[src/rtl/l1a_pkg.sv]
// l1a_pkg: shared definitions for the L1A check sequencer.
//   state_e   - sequencer FSM states
//   ERR_CNT_W - width of the saturating error-event counter
package l1a_pkg;

   typedef enum logic [1:0] {
      ST_IDLE  = 2'd0,
      ST_ISSUE = 2'd1,
      ST_WAIT  = 2'd2,
      ST_GAP   = 2'd3
   } state_e;

   localparam int ERR_CNT_W = 8;

endpackage

[src/rtl/l1a_check_sequencer_sat_counter.sv]
// sat_counter: W-bit up-counter, adds 0/1/2 per cycle and sticks at all-ones.
//   clk, rst_n : clock, async active-low reset
//   clr        : synchronous clear; a same-cycle increment is still applied
//   inc        : increment amount (0..2)
//   count      : registered count
module sat_counter #(
   parameter int W = 8
) (
   input  logic         clk,
   input  logic         rst_n,
   input  logic         clr,
   input  logic [1:0]   inc,
   output logic [W-1:0] count
);

   logic [W-1:0] count_q, count_d;
   logic [W-1:0] base;
   logic [W:0]   sum;

   always_comb begin
      base    = clr ? '0 : count_q;
      // one extra bit catches the wrap; W+1 bits always hold base+2
      sum     = {1'b0, base} + (W+1)'(inc);
      count_d = sum[W] ? '1 : sum[W-1:0];
   end

   always_ff @(posedge clk or negedge rst_n) begin
      if (!rst_n) count_q <= '0;
      else        count_q <= count_d;
   end

   assign count = count_q;

endmodule

[src/rtl/l1a_check_sequencer.sv]
// l1a_check_sequencer: queues L1A triggers and runs one integrity check per
// trigger, walking a one-hot ADC pointer and aborting on timeout.
//   clk, reset        : clock, async active-low reset
//   l1a_trig          : request one more check
//   adc_finish        : current ADC finished its check
//   err_clear         : clear sticky error flags and err_count
//   need_check        : one-cycle start pulse to the checker
//   active_adc        : one-hot ADC under check, 0 when none
//   busy              : FSM not idle
//   pending           : queued checks including the one in flight
//   done              : one-cycle pulse when the last ADC finishes
//   overflow_err, timeout_err, protocol_err : sticky error flags
//   err_count, check_count : saturating event counters
module l1a_check_sequencer
   import l1a_pkg::*;
#(
   parameter int N_ADC   = 2,
   parameter int DEPTH   = 4,
   parameter int TIMEOUT = 1023,
   parameter int CNT_W   = 16
) (
   input  logic                       clk,
   input  logic                       reset,
   input  logic                       l1a_trig,
   input  logic                       adc_finish,
   input  logic                       err_clear,
   output logic                       need_check,
   output logic [N_ADC-1:0]           active_adc,
   output logic                       busy,
   output logic [$clog2(DEPTH+1)-1:0] pending,
   output logic                       done,
   output logic                       overflow_err,
   output logic                       timeout_err,
   output logic                       protocol_err,
   output logic [ERR_CNT_W-1:0]       err_count,
   output logic [CNT_W-1:0]           check_count
);

   localparam int PW = $clog2(DEPTH+1);
   localparam int TW = $clog2(TIMEOUT+1);
   localparam logic [PW-1:0] DEPTH_V   = PW'(DEPTH);
   localparam logic [TW-1:0] TIMEOUT_V = TW'(TIMEOUT);

   state_e           state_q, state_d;
   logic [PW-1:0]    pend_q, pend_d;
   logic [TW-1:0]    timer_q, timer_d;
   logic [N_ADC-1:0] active_q, active_d;
   logic             need_q, need_d;
   logic             done_q, done_d;
   logic             ovf_q, ovf_d;
   logic             to_q, to_d;
   logic             proto_q, proto_d;

   logic             fin_last, to_ev, proto_ev, ovf_ev, dec;
   logic [1:0]       err_inc;

   always_comb begin
      state_d  = state_q;
      timer_d  = timer_q;
      active_d = active_q;
      need_d   = 1'b0;
      done_d   = 1'b0;
      fin_last = 1'b0;
      to_ev    = 1'b0;

      case (state_q)
         // outputs are registered, so the start pulse and first ADC are
         // loaded on the IDLE->ISSUE edge to appear during ISSUE
         ST_IDLE: begin
            if (pend_q != '0) begin
               state_d  = ST_ISSUE;
               need_d   = 1'b1;
               active_d = N_ADC'(1);
            end
         end
         ST_ISSUE: begin
            timer_d = '0;
            state_d = ST_WAIT;
         end
         ST_WAIT: begin
            timer_d = timer_q + TW'(1);
            // a finish on the timeout cycle wins over the abort
            if (adc_finish) begin
               if (active_q[N_ADC-1]) begin
                  fin_last = 1'b1;
                  done_d   = 1'b1;
                  active_d = '0;
                  state_d  = ST_GAP;
               end else begin
                  active_d = active_q << 1;
               end
            end else if (timer_q == TIMEOUT_V) begin
               to_ev    = 1'b1;
               active_d = '0;
               state_d  = ST_GAP;
            end
         end
         default: state_d = ST_IDLE;
      endcase

      proto_ev = adc_finish && (state_q != ST_WAIT);
      dec      = fin_last | to_ev;
      ovf_ev   = l1a_trig && !dec && (pend_q == DEPTH_V);

      pend_d = pend_q;
      if (l1a_trig && !dec && !ovf_ev) pend_d = pend_q + PW'(1);
      else if (dec && !l1a_trig)       pend_d = pend_q - PW'(1);

      // new events beat a same-cycle clear
      ovf_d   = (ovf_q   & ~err_clear) | ovf_ev;
      to_d    = (to_q    & ~err_clear) | to_ev;
      proto_d = (proto_q & ~err_clear) | proto_ev;
      // timeout only in WAIT, protocol only outside it: sum never exceeds 2
      err_inc = {1'b0, ovf_ev} + {1'b0, to_ev} + {1'b0, proto_ev};
   end

   always_ff @(posedge clk or negedge reset) begin
      if (!reset) begin
         state_q  <= ST_IDLE;
         pend_q   <= '0;
         timer_q  <= '0;
         active_q <= '0;
         need_q   <= 1'b0;
         done_q   <= 1'b0;
         ovf_q    <= 1'b0;
         to_q     <= 1'b0;
         proto_q  <= 1'b0;
      end else begin
         state_q  <= state_d;
         pend_q   <= pend_d;
         timer_q  <= timer_d;
         active_q <= active_d;
         need_q   <= need_d;
         done_q   <= done_d;
         ovf_q    <= ovf_d;
         to_q     <= to_d;
         proto_q  <= proto_d;
      end
   end

   sat_counter #(.W(ERR_CNT_W)) u_err_cnt (
      .clk   (clk),
      .rst_n (reset),
      .clr   (err_clear),
      .inc   (err_inc),
      .count (err_count)
   );

   sat_counter #(.W(CNT_W)) u_chk_cnt (
      .clk   (clk),
      .rst_n (reset),
      .clr   (1'b0),
      .inc   ({1'b0, fin_last}),
      .count (check_count)
   );

   assign need_check   = need_q;
   assign active_adc   = active_q;
   assign busy         = (state_q != ST_IDLE);
   assign pending      = pend_q;
   assign done         = done_q;
   assign overflow_err = ovf_q;
   assign timeout_err  = to_q;
   assign protocol_err = proto_q;

endmodule

[config.mk]
export PLATFORM = sky130hd
export DESIGN_NAME = l1a_check_sequencer
export DESIGN_NICKNAME = d
export VERILOG_FILES = /design/src/rtl/l1a_pkg.sv /design/src/rtl/l1a_check_sequencer_sat_counter.sv /design/src/rtl/l1a_check_sequencer.sv
export SDC_FILE = /design/constraint.sdc
export NUM_CORES = 1
export LEC_CHECK = 0
export ABC_AREA = 1
export BUFFER_PORTS_ARGS = -buffer_cell sky130_fd_sc_hd__buf_2
export CAP_MARGIN = 25
export CORE_MARGIN = 10
export CORE_UTILIZATION = 50
export CTS_CLUSTER_SIZE = 30
export DETAILED_ROUTE_END_ITERATION = 6
export MAX_ROUTING_LAYER = met4
export PLACE_DENSITY = 0.71
export SYNTH_ARGS = -nofsm -noshare
export SYNTH_HDL_FRONTEND = slang
export SYNTH_HIERARCHICAL = 1
export SYNTH_SLANG_ARGS = --single-unit
[constraint.sdc]
create_clock -name clk -period 4.3 [get_ports clk]
set_input_delay 0 -clock clk [delete_from_list [all_inputs] [get_ports clk]]
set_output_delay 0 -clock clk [all_outputs]
set_load 0.01 [all_outputs]
Word-level counts from Yosys, hierarchy flattened --
Index checks and enable logic that the tools add are counted.
Word-level totals: flip-flop bits (word level) 46, input bits 5, output and inout port bits 35, word-level logic and storage cells 73
Cells by class: $add $sub $neg 7, equality and inequality tests 8, muxes and demuxes 23, bitwise logic cells 8, reduce and logical (&&, ||, !) cells 16
Operators by type and width (count):
- case mux 10 bit (2 select lines) | 1
- adder 16 x 1 -> 17 bit | 1
- 2-to-1 mux 16 bit | 1
- 2-to-1 mux 8 bit | 2
- 2-to-1 mux 2 bit | 7
- adder 10 x 1 -> 10 bit (second input constant) | 1
- equality test 10 bit (second input constant) | 1
- adder 8 x 2 -> 9 bit | 1
- 2-to-1 mux 1 bit | 8
- nonzero test 2 bit | 4
- 2-to-1 mux 3 bit | 2
- inequality test 3 bit (second input constant) | 2
- case mux 2 bit (3 select lines) | 1
- AND reduction 3 bit | 2
- logical AND 1 bit | 5
- inequality test 2 bit (second input constant) | 2
- OR 1 bit | 4
- case mux 2 bit (2 select lines) | 1
- adder 3 x 1 -> 3 bit (second input constant) | 1
- bitwise AND 1 bit | 3
- equality test 3 bit (second input constant) | 1
- logical NOT 1 bit | 3
- nonzero test 3 bit | 1
- subtractor 3 x 1 -> 3 bit (second input constant) | 1
- other kinds (6) | 6

Longest topological paths before layout --
depth after elaboration 12, mapped depth 16, depth with buffers taken out 16

By module --
The synthesis kept the hierarchy.
By module, submodules not included:
- l1a_check_sequencer | times used 1, cells an instance 146, area an instance 1209.9 um^2, seq. area each 550.5 um^2
- sat_counter (u_chk_cnt) | times used 1, cells an instance 153, area an instance 1076.0 um^2, seq. area each 400.4 um^2
- sat_counter (u_err_cnt) | times used 1, cells an instance 67, area an instance 578.1 um^2, seq. area each 200.2 um^2

Worst setup path after synthesis --
No wires, ideal clock.
path type flip-flop to flip-flop, from reg state_q[0], to reg u_err_cnt.count_q[4], in the netlist u_err_cnt/count[4], setup time 0.124 ns, arrival 2.558 ns, required time 4.176 ns, path slack 1.618 ns, stages on the path, launching flop included 15, buffers on the path 0, clock period less this slack 2.682 ns, cells stage by stage dfrtp_1 inv_1 ha_1 inv_1 nor2_1 nand4_2 nand3_1 nor2_1 fa_1 ha_1 inv_1 fa_1 nor2_8 or2_1 nand3_2
Between the ends: cells in the longest elaborated chain, start to end 10, elaborated cells between the ends (all ways) 13, classes of those cells 3 x add/sub; 2 x eq/ne; 3 x mux; 1 x bitwise; 4 x reduce/logical
RTL lines:
- start, declared | line l1a_check_sequencer.sv:44 | state_e state_q, state_d;
- start signal, assigned | line l1a_check_sequencer.sv:129 | state_q <= state_d;
- equality test 2 bit | line l1a_check_sequencer.sv:66 | case (state_q)
- 2-to-1 mux 1 bit | line l1a_check_sequencer.sv:66
- OR 1 bit | line l1a_check_sequencer.sv:102 | dec = fin_last | to_ev;
- logical NOT 1 bit | line l1a_check_sequencer.sv:103 | ovf_ev = l1a_trig && !dec && (pend_q == DEPTH_V);
- logical AND 1 bit (2 in a row) | line l1a_check_sequencer.sv:103
- adder 1 x 1 -> 2 bit | line l1a_check_sequencer.sv:114 | err_inc = {1'b0, ovf_ev} + {1'b0, to_ev} + {1'b0, proto_ev};
- adder 2 x 1 -> 2 bit * | line l1a_check_sequencer.sv:114
- named net err_inc[0] | line l1a_check_sequencer.sv:55 | logic [1:0] err_inc;
- adder 8 x 2 -> 9 bit * | line l1a_check_sequencer_sat_counter.sv:23 | sum = {1'b0, base} + (W+1)'(inc);
- 2-to-1 mux 8 bit * | line l1a_check_sequencer_sat_counter.sv:24 | count_d = sum[W] ? '1 : sum[W-1:0];
- named net u_err_cnt.count_d[4] | line l1a_check_sequencer_sat_counter.sv:16 | logic [W-1:0] count_q, count_d;
- end signal, assigned | line l1a_check_sequencer_sat_counter.sv:29 | else count_q <= count_d;
- end, declared | line l1a_check_sequencer_sat_counter.sv:16
Mark *: on every way through the listed nets, which the timed path passes. The rest lies on a longest branch. A chain may end at the register's enable or synchronous reset.

Worst setup path in the final report --
from reg state_q[0], to reg u_err_cnt.count_q[5], in the netlist u_err_cnt/count[5]
The elaborated chain is that of the path after synthesis.

==> metrics.txt <==
final hold vios 0; Remaining DRCs 0; Port Buffers 39; Reg-to-Reg Start state_q[0]; Setup TNS 0 ns; nets 427; ANT nets after route 0; Int Pwr 801 uW; die width 95.7 um; global-route wire length before repair 11.0 mm; total global-route track usage 15.0%; worst hold path type in2reg; pre-CTS setup slack 1.18 ns; Peak Freq 313 MHz; DR vias/cell 5.06; 1st-iter DRT viols 128; Slew HR 64.5%; total gr overflow 0; std cell rows 27; Die Y 95.7 um; Reg power frac 42.2%; Routed WL per cell 12.8 um; I/O pins 40; Worst Max-Slew Pin Slew 0.530 ns; Syn Area/Cell 7.83 um^2; final setup vio count 0; Initial Utilization 51.7%; WS Path Type reg2reg; Clock transition at path regs 0.10 ns; Synth Register Bits 46; Worst Clk Skew 0.0139 ns; Leak Pwr 0.00176 uW; outcome finished clean; unrepaired setup endpoints after global routing false; CP Capture Type flop; DR vias 2449; Max Slew Vio Count 0; antenna cells 0; min Tclk post-route 3.20 ns; DRT Pass-1 Iters 4; initial antenna violation count 0; Worst Setup SP state_q[0]; setup ws final 1.10 ns; Clk pwr share 21.8%; final RePlAce weighted congestion 0.921; worst endpoint required time 4.54 ns; Hold Crit Start err_clear; Cell Chain, Critical Path inv_1 -> ha_1 -> inv_1 -> nor2_1 -> nand4_2 -> nand3_1 -> nor2_1 -> fa_1 -> ha_1 -> inv_1 -> fa_1 -> nor2_8 -> nand3_4 -> nand3_2; logic gate share of total power 36.0%; CTS tree yes; clock tree buffer depth 2; Worst-Skew Late Latency 0.30 ns; sequential fraction of the synthesis area 40.2%; Die Footprint 9160 um^2; critical path data arrival time 3.44 ns; post-synthesis to final-layout area growth 12.8%; drt total wl 6.18 mm; most used cell, CP inv_1; DRT met1 WL 3.02 mm; HPWL Detailed 4.77 mm; P_sw 518 uW; Syn. warnings 6; Cell Area, Synth 2860 um^2; Mapped Cells 366; maximum vdd ir drop 360 uV; vias in the first global route 2401; CTS sink cnt 46; H-tree levels 2; top layer used by detailed routing met4; CP max stage cell fa_1; CTS buffer count 5; max-cap viol count 0; layout cells sized above 1 22.3%; largest net degree at the start of global routing 47; worst-path fanout max 12; core area 5540 um^2; met3 WL post-DR 237 um; Worst Hold Slack 0.0164 ns; PD cells 408 nW/um^2; final worst-path cycle share 74.3%; crit path launch type flop; setup bufs post-CTS 0; routed wl met2 2.91 mm; Yosys cell types 38; CTS root buf clkbuf_8; Switching Share 39.3%; Fillers 536; CP peak stage delay 0.49 ns
## cells in the final DEF, fill, tap and decap left out, types with 3 or more instances in the layout
cell,Yosys,layout
inv_2,4,4
dfrtp_1,46,46
nand2_2,10,10
conb_1,1,3
ha_1,7,7
nor2_1,41,41
nand2_1,78,78
nand3_2,6,6
nor2_2,7,7
nor3_1,7,7
nand3_1,43,43
clkbuf_8,0,6
inv_1,57,57
buf_2,1,39
a21oi_1,4,4
fa_1,4,4
o21ai_0,12,12
nand4_1,8,8
## cell type report
type | instances | area [um^2] | area share [%]
multi-input cells | 254 | 1420 | 44.0
clock buffers | 6 | 82.6 | 2.56
clock inverters | 2 | 16.3 | 0.503
flip-flops and latches | 46 | 1150 | 35.6
inverters | 63 | 244 | 7.55
well taps | 72 | 90.1 | 2.79
repair buffers | 41 | 225 | 6.97
## per-layer routing
layer | GRT usage, % | vias to the layer above
met2 | 23.9 | 50
met1 | 19.4 | 1146
met3 | 3.38 | 2
met5 | - | -
li1 | - | 1251
met4 | 2.33 | 0
## final timing paths
kind                                      endpoint  slack [ns]  cells past startpoint
worst max-delay path            u_err_cnt/count[5]        1.10                     14
worst min-delay path                  overflow_err        0.02                      2
worst max register to register  u_err_cnt/count[5]        1.10                     14
worst min register to register          state_q[0]        0.49                      2
max in group asynchronous               timer_q[6]        3.71                      3
min in group asynchronous               timer_q[1]        0.11                      2
## metrics by stage
| step | power [uW] | utilization [%] | instance area [um^2] | instances |
|---|---|---|---|---|
| 2_1_floorplan | 896 | - | 2870 | 368 |
| 3_3_place_gp | 1030 | 56.0 | 3100 | 474 |
| 3_5_place_dp | 1040 | 56.0 | 3100 | 474 |
| 4_1_cts | 1330 | 58.0 | 3210 | 483 |
| 5_1_grt | 1440 | 58.3 | 3230 | 484 |
| 6_report | 1320 | 58.3 | 3230 | 484 |
## Yosys cell counts
library cell	number	share of area, %
nand2_1	78	10
inv_1	57	7.5
dfrtp_1	46	40
nand3_1	43	7.5
nor2_1	41	5.4
o21ai_0	12	2.1
nand2_2	10	2.2
nand4_1	8	1.7
ha_1	7	3.1
nor2_2	7	1.5
nor3_1	7	1.2
nand3_2	6	2.1
a21oi_1	4	0.70
fa_1	4	2.8
inv_2	4	0.52
buf_6	3	1.2
nand3_4	2	1.2
nand4_2	2	0.87
nor2_4	2	0.79
o21ai_2	2	0.61
o22ai_1	2	0.44
or2_1	2	0.44
xor2_1	2	0.61
a31oi_1	1	0.22
and3_2	1	0.26
buf_2	1	0.17
buf_8	1	0.52
clkinv_4	1	0.31
conb_1	1	0.13
inv_4	1	0.22
nand2_4	1	0.39
nor2_8	1	0.70
nor3_2	1	0.35
nor3b_2	1	0.44
nor4_4	1	0.74
o21ai_1	1	0.17
o21bai_1	1	0.26
or2_2	1	0.22
## what timing repair did
item / 4_1_cts / 5_1_grt
gates resized for setup: 0 / 0
endpoints found under the hold margin: 46 / 0
hold buffers: 1 / 0
## state kept, by name, summed over array words and instances (netlist names)
| register | count |
|---|---|
| active_adc | 2 |
| done | 1 |
| need_check | 1 |
| overflow_err | 1 |
| pending | 3 |
| protocol_err | 1 |
| state_q | 2 |
| timeout_err | 1 |
| timer_q | 10 |
| u_chk_cnt/count | 16 |
| u_err_cnt/count | 8 |
## worst max-delay path, delay by kind of cell, from the launching register on
kind                     cells  cell delay (ns)
AND/OR/NAND/NOR              7             1.00
adder cells (fa/ha/maj)      4             1.53
flip-flops                   1             0.39
buffers and inverters        3             0.22
## logic make-up after synthesis
| family | Yosys count | synth area share (%) |
|---|---|---|
| compound gates | 23 | 4.50 |
| buf+inv | 68 | 10.4 |
| fa+ha+maj | 11 | 5.85 |
| xor+xnor | 2 | 0.612 |
| flops | 46 | 40.2 |
| other cells | 1 | 0.131 |
| simple gates | 215 | 38.3 |
## power by group through the flow
stage               Sequential [uW]  Combinational (uW)  Clock, uW
detailed placement              565                 474          0
CTS                             557                 479        293
finish                          557                 474        288
global placement                562                 465          0
global route                    568                 557        314
floorplan                       581                 315          0
(Power assumes the default switching activity.)
